<file path="config.mk">
export PLATFORM = sky130hd
export DESIGN_NAME = opv_bias_sweep
export DESIGN_NICKNAME = d
export VERILOG_FILES = /design/src/rtl/opv_pkg.sv /design/src/rtl/opv_wait_cnt.sv /design/src/rtl/opv_bias_sweep.sv
export SDC_FILE = /design/constraint.sdc
export NUM_CORES = 1
export LEC_CHECK = 0
export ABC_AREA = 1
export CAP_MARGIN = 20
export CORE_UTILIZATION = 46
export CTS_CLUSTER_DIAMETER = 50
export DETAILED_ROUTE_END_ITERATION = 8
export PLACE_DENSITY_LB_ADDON = 0.3
export REMOVE_ABC_BUFFERS = 1
export SKIP_CTS_REPAIR_TIMING = 1
export SLEW_MARGIN = 20
export SYNTH_ARGS = -nofsm -noshare
export SYNTH_HDL_FRONTEND = slang
export SYNTH_SLANG_ARGS = --single-unit
</file>
<file path="constraint.sdc">
create_clock -name clk -period 4 [get_ports clk]
set_clock_uncertainty 0.05 [all_clocks]
set_input_delay 1.2 -clock clk [delete_from_list [all_inputs] [get_ports clk]]
set_output_delay 1.2 -clock clk [all_outputs]
set_load 0.05 [all_outputs]
</file>
<file path="src/rtl/opv_pkg.sv">
// Shared definitions for the op-amp bias-current sweep controller.
package opv_pkg;

    typedef enum logic [2:0] {
        StIdle,
        StSettle,
        StConvert,
        StEmit,
        StNext
    } opv_state_e;

    // Result data reported for a point whose conversion never completed; sliced to DATA_W by users.
    localparam int unsigned AdcSentinelMaxW = 64;
    localparam logic [AdcSentinelMaxW-1:0] AdcTmoSentinel = '1;

endpackage

</file>
<file path="src/rtl/opv_wait_cnt.sv">
// Loadable down-counter shared by the settle wait and the ADC acknowledge timeout.
module opv_wait_cnt #(
    parameter int unsigned Width = 16
) (
    input  logic             clk_i,
    input  logic             rst_i,
    input  logic             load_i,
    input  logic [Width-1:0] load_val_i,
    output logic             zero_o
);

    logic [Width-1:0] cnt_q, cnt_d;

    // Loading N-1 makes zero_o rise after exactly N cycles in the waiting state.
    always_comb begin
        cnt_d = cnt_q;
        if (load_i) begin
            cnt_d = load_val_i;
        end else if (cnt_q != '0) begin
            cnt_d = cnt_q - Width'(1);
        end
    end

    always_ff @(posedge clk_i) begin
        if (rst_i) begin
            cnt_q <= '0;
        end else begin
            cnt_q <= cnt_d;
        end
    end

    assign zero_o = (cnt_q == '0);

endmodule

</file>
<file path="src/rtl/opv_bias_sweep.sv">
// Sweeps a bias-current DAC code over each op-amp channel, settles, converts and streams results.
module opv_bias_sweep
    import opv_pkg::*;
#(
    parameter int unsigned NCH      = 4,
    parameter int unsigned CODE_W   = 8,
    parameter int unsigned DATA_W   = 12,
    parameter int unsigned SETTLE_W = 16,
    parameter int unsigned TMO_CYC  = 1024,
    localparam int unsigned CH_W    = (NCH > 1) ? $clog2(NCH) : 1
) (
    input  logic                clk,
    input  logic                rst,
    input  logic                start,
    input  logic [SETTLE_W-1:0] settle_cyc,
    input  logic [CODE_W-1:0]   code_start,
    input  logic [CODE_W-1:0]   code_step,
    input  logic [CODE_W-1:0]   code_stop,
    output logic [CH_W-1:0]     ch_sel,
    output logic [CODE_W-1:0]   bias_code,
    output logic                adc_req,
    input  logic                adc_ack,
    input  logic [DATA_W-1:0]   adc_data,
    output logic                res_valid,
    input  logic                res_ready,
    output logic [CH_W-1:0]     res_ch,
    output logic [CODE_W-1:0]   res_code,
    output logic [DATA_W-1:0]   res_data,
    output logic                busy,
    output logic                done,
    output logic                err_tmo
);

    localparam int unsigned TmoW = $clog2(TMO_CYC + 1);
    localparam int unsigned CntW = (SETTLE_W > TmoW) ? SETTLE_W : TmoW;
    localparam logic [CH_W-1:0] ChLast = CH_W'(NCH - 1);
    localparam logic [CntW-1:0] TmoLoad = CntW'(TMO_CYC - 1);

    opv_state_e state_q, state_d;

    logic [CH_W-1:0]     ch_q, ch_d;
    logic [CODE_W-1:0]   code_q, code_d;
    logic [SETTLE_W-1:0] settle_q, settle_d;
    logic [CODE_W-1:0]   cstart_q, cstart_d;
    logic [CODE_W-1:0]   cstep_q, cstep_d;
    logic [CODE_W-1:0]   cstop_q, cstop_d;
    logic [CH_W-1:0]     res_ch_q, res_ch_d;
    logic [CODE_W-1:0]   res_code_q, res_code_d;
    logic [DATA_W-1:0]   res_data_q, res_data_d;
    logic                done_q, done_d;
    logic                err_q, err_d;

    logic            cnt_load;
    logic [CntW-1:0] cnt_val;
    logic            cnt_zero;

    logic [SETTLE_W-1:0] settle_in_m1, settle_q_m1;
    logic [CODE_W:0]     code_sum;
    logic                step_ok;

    // settle_cyc of 0 behaves like 1, so both map to a zero reload.
    assign settle_in_m1 = (settle_cyc == '0) ? '0 : settle_cyc - SETTLE_W'(1);
    assign settle_q_m1  = (settle_q == '0) ? '0 : settle_q - SETTLE_W'(1);

    // One extra bit catches CODE_W overflow of code + step.
    assign code_sum = {1'b0, code_q} + {1'b0, cstep_q};
    assign step_ok  = (cstep_q != '0) && (cstart_q <= cstop_q) && (code_sum <= {1'b0, cstop_q});

    opv_wait_cnt #(
        .Width (CntW)
    ) u_wait_cnt (
        .clk_i      (clk),
        .rst_i      (rst),
        .load_i     (cnt_load),
        .load_val_i (cnt_val),
        .zero_o     (cnt_zero)
    );

    always_comb begin
        state_d    = state_q;
        ch_d       = ch_q;
        code_d     = code_q;
        settle_d   = settle_q;
        cstart_d   = cstart_q;
        cstep_d    = cstep_q;
        cstop_d    = cstop_q;
        res_ch_d   = res_ch_q;
        res_code_d = res_code_q;
        res_data_d = res_data_q;
        done_d     = 1'b0;
        err_d      = err_q;
        cnt_load   = 1'b0;
        cnt_val    = '0;

        unique case (state_q)
            StIdle: begin
                if (start) begin
                    settle_d = settle_cyc;
                    cstart_d = code_start;
                    cstep_d  = code_step;
                    cstop_d  = code_stop;
                    ch_d     = '0;
                    code_d   = code_start;
                    err_d    = 1'b0;
                    cnt_load = 1'b1;
                    cnt_val  = CntW'(settle_in_m1);
                    state_d  = StSettle;
                end
            end
            StSettle: begin
                if (cnt_zero) begin
                    cnt_load = 1'b1;
                    cnt_val  = TmoLoad;
                    state_d  = StConvert;
                end
            end
            StConvert: begin
                if (adc_ack) begin
                    res_ch_d   = ch_q;
                    res_code_d = code_q;
                    res_data_d = adc_data;
                    state_d    = StEmit;
                end else if (cnt_zero) begin
                    res_ch_d   = ch_q;
                    res_code_d = code_q;
                    res_data_d = AdcTmoSentinel[DATA_W-1:0];
                    err_d      = 1'b1;
                    state_d    = StEmit;
                end
            end
            StEmit: begin
                if (res_ready) begin
                    state_d = StNext;
                end
            end
            StNext: begin
                if (step_ok) begin
                    code_d   = code_sum[CODE_W-1:0];
                    cnt_load = 1'b1;
                    cnt_val  = CntW'(settle_q_m1);
                    state_d  = StSettle;
                end else begin
                    code_d = cstart_q;
                    if (ch_q == ChLast) begin
                        done_d  = 1'b1;
                        state_d = StIdle;
                    end else begin
                        ch_d     = ch_q + CH_W'(1);
                        cnt_load = 1'b1;
                        cnt_val  = CntW'(settle_q_m1);
                        state_d  = StSettle;
                    end
                end
            end
            default: state_d = StIdle;
        endcase
    end

    always_ff @(posedge clk) begin
        if (rst) begin
            state_q    <= StIdle;
            ch_q       <= '0;
            code_q     <= '0;
            settle_q   <= '0;
            cstart_q   <= '0;
            cstep_q    <= '0;
            cstop_q    <= '0;
            res_ch_q   <= '0;
            res_code_q <= '0;
            res_data_q <= '0;
            done_q     <= 1'b0;
            err_q      <= 1'b0;
        end else begin
            state_q    <= state_d;
            ch_q       <= ch_d;
            code_q     <= code_d;
            settle_q   <= settle_d;
            cstart_q   <= cstart_d;
            cstep_q    <= cstep_d;
            cstop_q    <= cstop_d;
            res_ch_q   <= res_ch_d;
            res_code_q <= res_code_d;
            res_data_q <= res_data_d;
            done_q     <= done_d;
            err_q      <= err_d;
        end
    end

    assign ch_sel    = ch_q;
    assign bias_code = code_q;
    assign adc_req   = (state_q == StConvert);
    assign res_valid = (state_q == StEmit);
    assign res_ch    = res_ch_q;
    assign res_code  = res_code_q;
    assign res_data  = res_data_q;
    assign busy      = (state_q != StIdle);
    assign done      = done_q;
    assign err_tmo   = err_q;

endmodule

</file>
==> flow_summary.html <==
<table>
<tr><th>Metric</th><th>Value</th></tr>
<tr><th colspan="2">Run status</th></tr>
<tr><td>Status</td><td>finished, violations left</td></tr>
<tr><td>Violated checks</td><td>design-rule violations</td></tr>
<tr><th colspan="2">Finish</th></tr>
<tr><td>Fraction of final layout cells sized beyond drive strength 1</td><td>0.0513</td></tr>
<tr><td>Design Area, Final</td><td>6850 sq um</td></tr>
<tr><td>Net count, final</td><td>981</td></tr>
<tr><td>Synth-to-Final Area Change</td><td>24.0%</td></tr>
<tr><td>Diode count</td><td>0</td></tr>
<tr><td>Non-filler instance count after layout</td><td>1039</td></tr>
<tr><td>Top library cells by usage in the layout, fill and taps aside</td><td>sky130_fd_sc_hd__nand2_1 (143), sky130_fd_sc_hd__inv_1 (104), sky130_fd_sc_hd__a21oi_1 (101)</td></tr>
<tr><td>Commonest non-fill, non-tap cell in the layout</td><td>sky130_fd_sc_hd__nand2_1</td></tr>
<tr><td>Layout fillers</td><td>1098</td></tr>
<tr><td>Area occupied by multi-input gates</td><td>3130 sq um</td></tr>
<tr><td>Total area of sequential cells</td><td>1860 sq um</td></tr>
<tr><th colspan="2">Global route</th></tr>
<tr><td>Total overflow reported by the global router</td><td>0</td></tr>
<tr><td>Tot GR Track Use</td><td>0.245</td></tr>
<tr><td>Number of global-route vias before repair</td><td>5061</td></tr>
<tr><td>Global-route wire length before repair</td><td>24500 um</td></tr>
<tr><td>Largest net degree at the start of global routing</td><td>48</td></tr>
<tr><td>Initial antenna violation count</td><td>0</td></tr>
<tr><th colspan="2">Worst setup path</th></tr>
<tr><td>Cell depth of the worst flop-to-flop path</td><td>23</td></tr>
<tr><td>R2R Path End</td><td>u_wait_cnt.cnt_q[8]$_SDFFE_PP0P_</td></tr>
<tr><td>Worst path arrival time</td><td>3.69 ns</td></tr>
<tr><td>CP endpoint</td><td>u_wait_cnt.cnt_q[8]$_SDFFE_PP0P_</td></tr>
<tr><td>Slack of the worst reg-to-reg path</td><td>0.49 ns</td></tr>
<tr><td>Type of the worst setup path</td><td>flop to flop</td></tr>
<tr><td>Category of cells accounting for the largest share of critical-path delay</td><td>simple AND/OR/NAND/NOR gates</td></tr>
<tr><td>Buffer and inverter count on the worst path</td><td>2</td></tr>
<tr><td>Critical Path Max Stage Delay</td><td>0.41 ns</td></tr>
<tr><td>Worst path cell trace</td><td>ha_1 -&gt; inv_1 -&gt; fa_1 -&gt; o21ai_2 -&gt; xor2_1 -&gt; ha_1 -&gt; nand2_1 -&gt; nor2_1 -&gt; nand2_1 -&gt; nand3_1 -&gt; nand2_1 -&gt; nand2_1 -&gt; nand2_1 -&gt; nand2_1 -&gt; nand2_1 -&gt; nand2_4 -&gt; nand2_4 -&gt; nand2_4 -&gt; nand2_4 -&gt; inv_2 -&gt; nand2_1 -&gt; nand2_2 -&gt; nor2_1</td></tr>
<tr><td>Critical path fanouts, max</td><td>18</td></tr>
<tr><td>Launch point of the worst reg-to-reg path</td><td>bias_code[0]$_SDFFE_PP0P_</td></tr>
<tr><td>Startpoint types</td><td>flop</td></tr>
<tr><td>Critical path depth in cells</td><td>23</td></tr>
<tr><td>Capturing element type of the critical path</td><td>flop</td></tr>
<tr><td>Origin of the worst setup path</td><td>bias_code[0]$_SDFFE_PP0P_</td></tr>
<tr><td>CP max-delay cell</td><td>sky130_fd_sc_hd__fa_1</td></tr>
<tr><td>Worst Path Required</td><td>4.19 ns</td></tr>
<tr><td>Most frequent cell on the critical path</td><td>sky130_fd_sc_hd__nand2_1</td></tr>
<tr><th colspan="2">Drt</th></tr>
<tr><td>Drc violations</td><td>11</td></tr>
<tr><td>Number of detailed-route iterations in the first pass</td><td>7</td></tr>
<tr><td>Detailed Route Iter0 Violations</td><td>469</td></tr>
<tr><td>Total detailed-routing wirelength</td><td>14900 um</td></tr>
<tr><td>Detailed-route via count</td><td>5477</td></tr>
<tr><td>Avg Vias per Cell</td><td>5.27</td></tr>
<tr><td>Remaining antenna violation count after routing</td><td>0</td></tr>
<tr><td>Wirelength per Cell</td><td>14.3 um</td></tr>
<tr><th colspan="2">Floorplanning</th></tr>
<tr><td>Die Y-Extent</td><td>112 um</td></tr>
<tr><td>Std-Cell Rows</td><td>39</td></tr>
<tr><td>I/O pin total</td><td>94</td></tr>
<tr><td>Die area</td><td>12500 sq um</td></tr>
<tr><td>Initial core utilization</td><td>0.478</td></tr>
<tr><td>Width of the die</td><td>112 um</td></tr>
<tr><td>Core box area</td><td>11600 sq um</td></tr>
<tr><th colspan="2">Placement</th></tr>
<tr><td>Weighted congestion at the end of routability-driven global placement</td><td>0.898</td></tr>
<tr><td>Placed wire-length estimate after detailed placement</td><td>11000 um</td></tr>
<tr><td>Number of placed instances, taps included</td><td>1025</td></tr>
<tr><td>Post-place instance area</td><td>6570 sq um</td></tr>
<tr><td>Number of input and output port buffers inserted</td><td>93</td></tr>
<tr><td>Minimum setup slack after placement</td><td>0.546 ns</td></tr>
<tr><th colspan="2">Synthesis</th></tr>
<tr><td>Library cells used by synthesis</td><td>37</td></tr>
<tr><td>Mapped Cells</td><td>810</td></tr>
<tr><td>Mean post-synth cell area</td><td>6.82 sq um</td></tr>
<tr><td>Post-synth EDFFs</td><td>0</td></tr>
<tr><td>Ys Warns</td><td>0</td></tr>
<tr><td>Post-synth design cell area</td><td>5520 sq um</td></tr>
<tr><td>Most used DFF post-synth</td><td>sky130_fd_sc_hd__dfxtp_1</td></tr>
<tr><td>Number of flip-flops and latches in the synthesized netlist</td><td>93</td></tr>
<tr><td>Sequential share of the synthesized area</td><td>0.337</td></tr>
<tr><td>Async set-or-reset flop fraction in the synthesized netlist</td><td>0</td></tr>
<tr><th colspan="2">Power</th></tr>
<tr><td>Largest vdd supply drop</td><td>0.281 mV</td></tr>
<tr><td>Ratio of total power to cell area</td><td>698 nW/um^2</td></tr>
<tr><td>Static leakage</td><td>2.98 nW</td></tr>
<tr><td>Total power of the final layout</td><td>4.78 mW</td></tr>
<tr><th colspan="2">Hold path</th></tr>
<tr><td>Class of the tightest hold or removal check</td><td>flop to flop</td></tr>
<tr><th colspan="2">STA</th></tr>
<tr><td>Final Max Tran Viols</td><td>0</td></tr>
<tr><td>Min Tclk post-route</td><td>3.51 ns</td></tr>
<tr><td>Part of the cycle the worst path needs</td><td>0.876</td></tr>
<tr><td>RSZ-0062 raised after global routing</td><td>no</td></tr>
<tr><td>Fin worst setup slack</td><td>0.495 ns</td></tr>
<tr><td>Final Hold Violating Endpoints</td><td>0</td></tr>
<tr><td>Setup violations, final</td><td>0</td></tr>
<tr><td>Worst Hold Margin</td><td>0.415 ns</td></tr>
<tr><td>Worst Max-Slew Pin Slew</td><td>0.609 ns</td></tr>
<tr><td>Fmax</td><td>285 MHz</td></tr>
<tr><td>Worst slew margin relative to its limit</td><td>0.592</td></tr>
<tr><th colspan="2">Clock tree</th></tr>
<tr><td>Worst-skew pair later-pin latency</td><td>0.35 ns</td></tr>
<tr><td>Number of clock buffers inserted by TritonCTS</td><td>9</td></tr>
<tr><td>Max Root-Sink Buffers</td><td>2</td></tr>
<tr><td>Clk sinks</td><td>93</td></tr>
<tr><td>Master cell of the clock root buffer</td><td>sky130_fd_sc_hd__clkbuf_16</td></tr>
<tr><td>TritonCTS clock tree</td><td>done</td></tr>
<tr><td>Level count of the clock H-tree</td><td>3</td></tr>
<tr><td>Clock-pin slew on the worst setup and hold paths</td><td>0.06 ns</td></tr>
<tr><th colspan="2">Run</th></tr>
<tr><td>MaxCap Viol Count</td><td>0</td></tr>
</table>
-- where the power goes --
part           internal (mW)  switching (mW)  leakage [nW]
sequential              1.17           0.199         0.763
clock                  0.494           0.347         0.139
combinational          0.893            1.68          2.08
-- sequential cells by signal (all words and copies together) (netlist names) --
register	flops
cstep_q	8
done	1
err_tmo	1
bias_code	8
res_data	12
res_code	8
res_ch	2
cstop_q	8
u_wait_cnt.cnt_q	16
settle_q	16
ch_sel	2
state_q	3
cstart_q	8
-- worst min path at each step --
stage	startpoint	endpoint	slack, ns	depth (start not counted)
global placement	res_ch[1]$_SDFFE_PP0P_	res_ch[1]$_SDFFE_PP0P_	0.40	2
CTS	res_code[4]$_SDFFE_PP0P_	res_code[4]$_SDFFE_PP0P_	0.42	2
floorplan	cstart_q[0]$_SDFFE_PP0P_	cstart_q[0]$_SDFFE_PP0P_	0.40	2
detailed placement	res_code[4]$_SDFFE_PP0P_	res_code[4]$_SDFFE_PP0P_	0.41	2
global route	res_code[4]$_SDFFE_PP0P_	res_code[4]$_SDFFE_PP0P_	0.43	2
finish	res_code[0]$_SDFFE_PP0P_	res_code[0]$_SDFFE_PP0P_	0.42	2
-- metrics by stage --
step	utilization	TNS [ns]
CTS	0.592	0
detailed placement	0.568	0
floorplan	-	-0.0331
global placement	0.568	0
finish	0.592	0
global route	0.592	0
-- final cells by class --
class | instances | share of cell area
Clock inverter | 2 | 0.00511
Inverter | 111 | 0.0608
Timing Repair Buffer | 100 | 0.144
Multi-Input combinational cell | 578 | 0.457
Tap cell | 143 | 0.0261
Clock buffer | 12 | 0.0360
Sequential cell | 93 | 0.272
-- cell usage after synthesis (2+ instances only) --
cell	number	area, sq um
sky130_fd_sc_hd__nor3_2	2	20.0
sky130_fd_sc_hd__inv_1	104	390
sky130_fd_sc_hd__nor2_2	2	12.5
sky130_fd_sc_hd__xor2_1	26	228
sky130_fd_sc_hd__nand3_1	38	190
sky130_fd_sc_hd__dfxtp_1	93	1860
sky130_fd_sc_hd__o21bai_1	4	30.0
sky130_fd_sc_hd__clkbuf_1	21	78.8
sky130_fd_sc_hd__buf_2	5	25.0
sky130_fd_sc_hd__xnor2_1	8	70.1
sky130_fd_sc_hd__o31ai_1	3	22.5
sky130_fd_sc_hd__nor4_1	2	12.5
sky130_fd_sc_hd__nand3b_1	2	15.0
sky130_fd_sc_hd__nor2_1	75	282
sky130_fd_sc_hd__nand4_1	19	119
sky130_fd_sc_hd__nand2_2	6	37.5
sky130_fd_sc_hd__o21ai_0	60	300
sky130_fd_sc_hd__nand2_1	143	537
sky130_fd_sc_hd__inv_2	5	18.8
sky130_fd_sc_hd__nand2_4	4	45.0
sky130_fd_sc_hd__ha_1	30	375
sky130_fd_sc_hd__a21oi_2	2	17.5
sky130_fd_sc_hd__a21oi_1	101	505
sky130_fd_sc_hd__o22ai_1	4	25.0
sky130_fd_sc_hd__clkinv_1	2	7.51
sky130_fd_sc_hd__nor3_1	38	190
-- logic make-up after synthesis --
group | after synthesis | synth area share
AO/OA/AOI/OAI | 179 | 0.170
XOR/XNOR | 34 | 0.0539
adder cells (fa/ha/maj) | 31 | 0.0716
buffers and inverters | 139 | 0.0976
flip-flops | 93 | 0.337
AND/OR/NAND/NOR | 334 | 0.270
-- layer usage --
layer | vias up | GRT usage | wire (um)
met2 | 178 | 0.392 | 6540
met1 | 2454 | 0.334 | 7170
met5 | - | 0 | 0
met4 | 0 | 0.0874 | 201
li1 | 2829 | - | -
met3 | 16 | 0.0376 | 954
-- worst reg2reg max path, delay by kind of cell (launching register included) --
| family | cells | cell delay [ns] |
|---|---|---|
| AND/OR/NAND/NOR | 16 | 1.50 |
| adder cells (fa/ha/maj) | 3 | 0.91 |
| flip-flops | 1 | 0.39 |
| buffers and inverters | 2 | 0.23 |
| AO/OA/AOI/OAI | 1 | 0.21 |
| XOR/XNOR | 1 | 0.13 |
No activity file was read; power rests on OpenSTA's default activity.
